**src/rtl/counter_ctrl_pkg.sv**
```systemverilog
// Shared constants for the push-button front end: FSM encoding, button
// indices and the state-to-control decode used by the output registers.
package counter_ctrl_pkg;

  localparam logic [1:0] ST_IDLE   = 2'b00;
  localparam logic [1:0] ST_RUN    = 2'b01;
  localparam logic [1:0] ST_PAUSED = 2'b10;

  localparam int MIN_DEBOUNCE_CYCLES = 2;

  localparam int NUM_BTNS  = 4;
  localparam int BTN_START = 0;
  localparam int BTN_PAUSE = 1;
  localparam int BTN_DIR   = 2;
  localparam int BTN_CLEAR = 3;

  typedef struct packed {
    logic enable;
    logic pause;
  } run_ctrl_t;

  function automatic run_ctrl_t state_ctrl(input logic [1:0] st);
    run_ctrl_t c;
    c.enable = (st == ST_RUN) || (st == ST_PAUSED);
    c.pause  = (st == ST_PAUSED);
    return c;
  endfunction

endpackage

```
**src/rtl/button_debounce.sv**
```systemverilog
// One raw button: 2-flop synchroniser, stable-count debouncer and a
// registered rising-edge detector producing a single-cycle press pulse.
module button_debounce
  import counter_ctrl_pkg::*;
#(
  parameter int DEBOUNCE_CYCLES = 4,
  parameter int DB_W            = $clog2(DEBOUNCE_CYCLES + 1)
) (
  input  logic clk,
  input  logic reset,
  input  logic btn_raw,
  output logic level,
  output logic press
);

  // Values below the minimum are clamped so the counter width stays valid.
  localparam int CYCLES = (DEBOUNCE_CYCLES < MIN_DEBOUNCE_CYCLES) ?
                          MIN_DEBOUNCE_CYCLES : DEBOUNCE_CYCLES;
  localparam int CNT_W  = (DB_W > $clog2(CYCLES + 1)) ? DB_W : $clog2(CYCLES + 1);
  localparam logic [CNT_W-1:0] CNT_DONE = CNT_W'(CYCLES);

  logic             sync1_reg;
  logic             sync2_reg;
  logic             level_reg;
  logic             level_d_reg;
  logic             press_reg;
  logic [CNT_W-1:0] cnt_reg;

  always_ff @(posedge clk or negedge reset) begin
    if (!reset) begin
      sync1_reg   <= 1'b0;
      sync2_reg   <= 1'b0;
      level_reg   <= 1'b0;
      level_d_reg <= 1'b0;
      press_reg   <= 1'b0;
      cnt_reg     <= '0;
    end else begin
      sync1_reg <= btn_raw;
      sync2_reg <= sync1_reg;
      // Level only moves once the disagreement has persisted for CYCLES counts.
      if (sync2_reg == level_reg) begin
        cnt_reg <= '0;
      end else if (cnt_reg == CNT_DONE) begin
        level_reg <= sync2_reg;
        cnt_reg   <= '0;
      end else begin
        cnt_reg <= cnt_reg + 1'b1;
      end
      level_d_reg <= level_reg;
      press_reg   <= level_reg & ~level_d_reg;
    end
  end

  assign level = level_reg;
  assign press = press_reg;

endmodule

```
**src/rtl/counter_ctrl.sv**
```systemverilog
// Run/pause/direction controller for the up/down counter, fed by four
// debounced push buttons; every output is a register.
module counter_ctrl
  import counter_ctrl_pkg::*;
#(
  parameter int DEBOUNCE_CYCLES = 4,
  parameter int DB_W            = $clog2(DEBOUNCE_CYCLES + 1)
) (
  input  logic       clk,
  input  logic       reset,
  input  logic       btn_start,
  input  logic       btn_pause,
  input  logic       btn_dir,
  input  logic       btn_clear,
  output logic       enable,
  output logic       pause,
  output logic       up_down,
  output logic       clear,
  output logic [1:0] state
);

  logic [NUM_BTNS-1:0] btn_raw;
  logic [NUM_BTNS-1:0] btn_press;
  logic [NUM_BTNS-1:0] btn_level_unused;

  assign btn_raw = {btn_clear, btn_dir, btn_pause, btn_start};

  generate
    for (genvar gi = 0; gi < NUM_BTNS; gi++) begin : g_btn
      button_debounce #(
        .DEBOUNCE_CYCLES(DEBOUNCE_CYCLES),
        .DB_W           (DB_W)
      ) u_db (
        .clk    (clk),
        .reset  (reset),
        .btn_raw(btn_raw[gi]),
        .level  (btn_level_unused[gi]),
        .press  (btn_press[gi])
      );
    end
  endgenerate

  logic [1:0] state_reg;
  logic [1:0] state_next;
  logic       clear_next;
  logic       enable_reg;
  logic       pause_reg;
  logic       up_down_reg;
  logic       clear_reg;
  run_ctrl_t  ctrl_next;

  // Priority: clear beats start beats pause; losing FSM presses are dropped.
  always_comb begin
    state_next = state_reg;
    clear_next = 1'b0;
    if (btn_press[BTN_CLEAR]) begin
      state_next = ST_IDLE;
      clear_next = 1'b1;
    end else begin
      case (state_reg)
        ST_IDLE: begin
          if (btn_press[BTN_START]) state_next = ST_RUN;
        end
        ST_RUN: begin
          if (btn_press[BTN_START])      state_next = ST_IDLE;
          else if (btn_press[BTN_PAUSE]) state_next = ST_PAUSED;
        end
        ST_PAUSED: begin
          if (btn_press[BTN_START])      state_next = ST_IDLE;
          else if (btn_press[BTN_PAUSE]) state_next = ST_RUN;
        end
        default: state_next = ST_IDLE;
      endcase
    end
  end

  assign ctrl_next = state_ctrl(state_next);

  always_ff @(posedge clk or negedge reset) begin
    if (!reset) begin
      state_reg   <= ST_IDLE;
      enable_reg  <= 1'b0;
      pause_reg   <= 1'b0;
      up_down_reg <= 1'b1;
      clear_reg   <= 1'b0;
    end else begin
      state_reg   <= state_next;
      enable_reg  <= ctrl_next.enable;
      pause_reg   <= ctrl_next.pause;
      clear_reg   <= clear_next;
      // Direction is independent of the FSM and survives a clear.
      up_down_reg <= up_down_reg ^ btn_press[BTN_DIR];
    end
  end

  assign enable  = enable_reg;
  assign pause   = pause_reg;
  assign up_down = up_down_reg;
  assign clear   = clear_reg;
  assign state   = state_reg;

endmodule

```
**config.mk**
```make
export PLATFORM = sky130hd
export DESIGN_NAME = counter_ctrl
export DESIGN_NICKNAME = d
export VERILOG_FILES = /design/src/rtl/counter_ctrl_pkg.sv /design/src/rtl/button_debounce.sv /design/src/rtl/counter_ctrl.sv
export SDC_FILE = /design/constraint.sdc
export NUM_CORES = 1
export LEC_CHECK = 0
export ABC_AREA = 1
export BUFFER_PORTS_ARGS = -buffer_cell sky130_fd_sc_hd__buf_4
export CORE_MARGIN = 1
export CORE_UTILIZATION = 60
export CTS_CLUSTER_DIAMETER = 30
export DETAILED_ROUTE_END_ITERATION = 6
export PLACE_DENSITY_LB_ADDON = 0.12
export SKIP_CTS_REPAIR_TIMING = 1
export SYNTH_ARGS = -nofsm -noshare
export SYNTH_HDL_FRONTEND = slang
export SYNTH_SLANG_ARGS = --single-unit
```
**constraint.sdc**
```tcl
create_clock -name clk -period 1.97 [get_ports clk]
set_input_delay 0.2955 -clock clk [delete_from_list [all_inputs] [get_ports clk]]
set_output_delay 0.2955 -clock clk [all_outputs]
set_load 0.005 [all_outputs]
```
==> metrics <==
outcome completed; Die W 51.1 um; vias in the first global route 928; CP delay by family, top flip-flops; post-synthesis compound-gate area fraction 0.0328; CP startpoint kind flip-flop; largest family of logic cells by synthesized area simple AND/OR/NAND/NOR gates; Syn Std Cell Area 1450 um^2; utilization after layout 0.732; Min Clock Period, post-route 1.29 ns; Tot GR Track Use 0.201; first-pass GRT wire length 3530 um; Crit-path slowest cell dfstp_2; CP required 1.67 ns; Final Max Tran Viols 0; largest net degree at the start of global routing 39; met3 wire length 111 um; final hold vios 0; maximum root-to-sink buffer count 2; synthesized area per cell 11.0 um^2; CP arrival 0.99 ns; xor/xnor share of the synthesized area 0.0242; number of fill cells in the layout 160; Core Region 2230 um^2; worst vdd ir 0.873 mV; power after layout 2.31 mW; initial antenna violation count 0; Synth Warn # 0; cell breakdown of the critical path buf_4; GPL Wtd Cong 0.760; worst relative slew slack 0.708; EDFF count, synth 0; htree depth 2; Setup CP Type flip-flop to output pin; DR vias 891; clk slew on worst S/H paths 0.10 ns; Seq/Total Area, Yosys 0.658; Clock Sinks 38; antenna-violating nets left 0; crit share post-route 0.653; Root Driver clkbuf_4; Cell variety after synth 18; mux share of post-synthesis cell area 0; Antenna diodes 0; final setup skew 0.0114 ns; setup TNS 0 ns; most common cell after layout, fill and taps aside dfrtp_1; Leak 0.873 nW; Hold WC Path Type input pin to flip-flop; wire length per cell 11.0 um; Max Used Layer met4; # DRC 0; most frequent cells in the layout 37 x dfrtp_1, 23 x nand2_1, 17 x inv_1; Via density 4.95; final setup vio count 0; Power Dens Cells 1410 nW/um^2; Nets 166; CP max FO 2; I/O Buffers 11; DR WL met2 957 um; Synth Area in Adders 0.0778; fraction of registers with async set or reset after synthesis 1.00; dpl hpwl 1420 um; layout cells sized above 1 0.197; worst slew pin tran 0.438 ns; simple-gate share of the synthesized area 0.148; CTS tree yes; Largest register FFs 12; Initial Util 0.648; DR pass1 iterations 4; Syn Nets 147; Max Cap Viol 0; Metal-1 WL 858 um; RSZ-0062 raised after global routing false; top_reg_cell synth dfrtp_1; final WL 1980 um; GR Overflow Total 0; row count 17; CP max stage delay 0.55 ns; Max Fclk 777 MHz; Clock Latency Late Sink 0.35 ns; IO Pins 12; die height 51.1 um; Synth Register Bits 38; total die area 2610 um^2; cells after synthesis 132; Inserted Clock Buffers 5; DRT iter0 DRCs 6; area delta synth->final 13.0%; WP buf/inv 1; CP endpoint kind output pin
metrics by stage:
step | hold WS, ns | cells | area, um^2 | worst slack (ns)
after global routing | 0.0272 | 180 | 1640 | 0.634
after detailed placement | 0.281 | 171 | 1570 | 0.792
after floorplan | -0.0000911 | 132 | 1450 | 0.891
after CTS | -0.106 | 179 | 1630 | 0.668
final | 0.0533 | 180 | 1640 | 0.683
after global placement | 0.274 | 171 | 1570 | 0.882
cell usage after synthesis, types with 2 or more instances:
| cell type | count | share of area |
|---|---|---|
| dfrtp_1 | 37 | 0.64 |
| nor2_1 | 15 | 0.039 |
| nand2_2 | 2 | 0.0086 |
| a21oi_2 | 2 | 0.012 |
| xnor2_1 | 3 | 0.018 |
| inv_2 | 6 | 0.016 |
| inv_1 | 17 | 0.044 |
| o21ai_1 | 4 | 0.014 |
| nand3_1 | 6 | 0.021 |
| and3_1 | 2 | 0.0086 |
| ha_1 | 9 | 0.078 |
| nand2_1 | 23 | 0.060 |
path summary, 6_finish.rpt:
path                                                         from                           endpoint  slack [ns]  cells after the start
max in group asynchronous                                   reset                  up_down$_DFF_PN1_        1.20                      2
worst min-delay path                                    btn_clear  g_btn[3].u_db.sync1_reg$_DFF_PN0_        0.05                      1
worst min register to register  g_btn[3].u_db.sync1_reg$_DFF_PN0_  g_btn[3].u_db.sync2_reg$_DFF_PN0_        0.35                      0
min in group asynchronous                                   reset                    pause$_DFF_PN0_        0.42                      2
worst max-delay path                            up_down$_DFF_PN1_                            up_down        0.68                      1
worst max register to register                 state[0]$_DFF_PN0_                   enable$_DFF_PN0_        0.79                      7
cell families (layout without fill, tap and decap cells):
| kind of cell | after synthesis | count (layout) |
|---|---|---|
| buffers and inverters | 23 | 43 |
| DFF | 38 | 38 |
| adders and majority gates | 9 | 9 |
| xor gates and xnor gates | 4 | 4 |
| and+or+nand+nor | 50 | 50 |
| AOI/OAI and AO/OA | 8 | 8 |
layout make-up:
cell class,instances,area (um^2),area share
flip-flops and latches,38,952,0.582
multi-input cells,71,409,0.250
repair buffers,12,92.6,0.0566
inverters,23,86.3,0.0528
clock buffers,7,55.1,0.0337
well taps,28,35.0,0.0214
clock inverters,1,5.00,0.00306
where the power goes:
part	switching, mW	total (mW)	internal (mW)
logic	0.352	0.660	0.308
clock network	0.247	0.419	0.173
registers	0.182	1.23	1.05
metal layers:
metal  global-route usage  vias to the layer above
met5                    0                        -
met4                0.144                        0
li1                     -                      440
met2                0.336                       20
met1                0.185                      425
met3                0.104                        6
No activity file was read; power rests on OpenSTA's default activity.
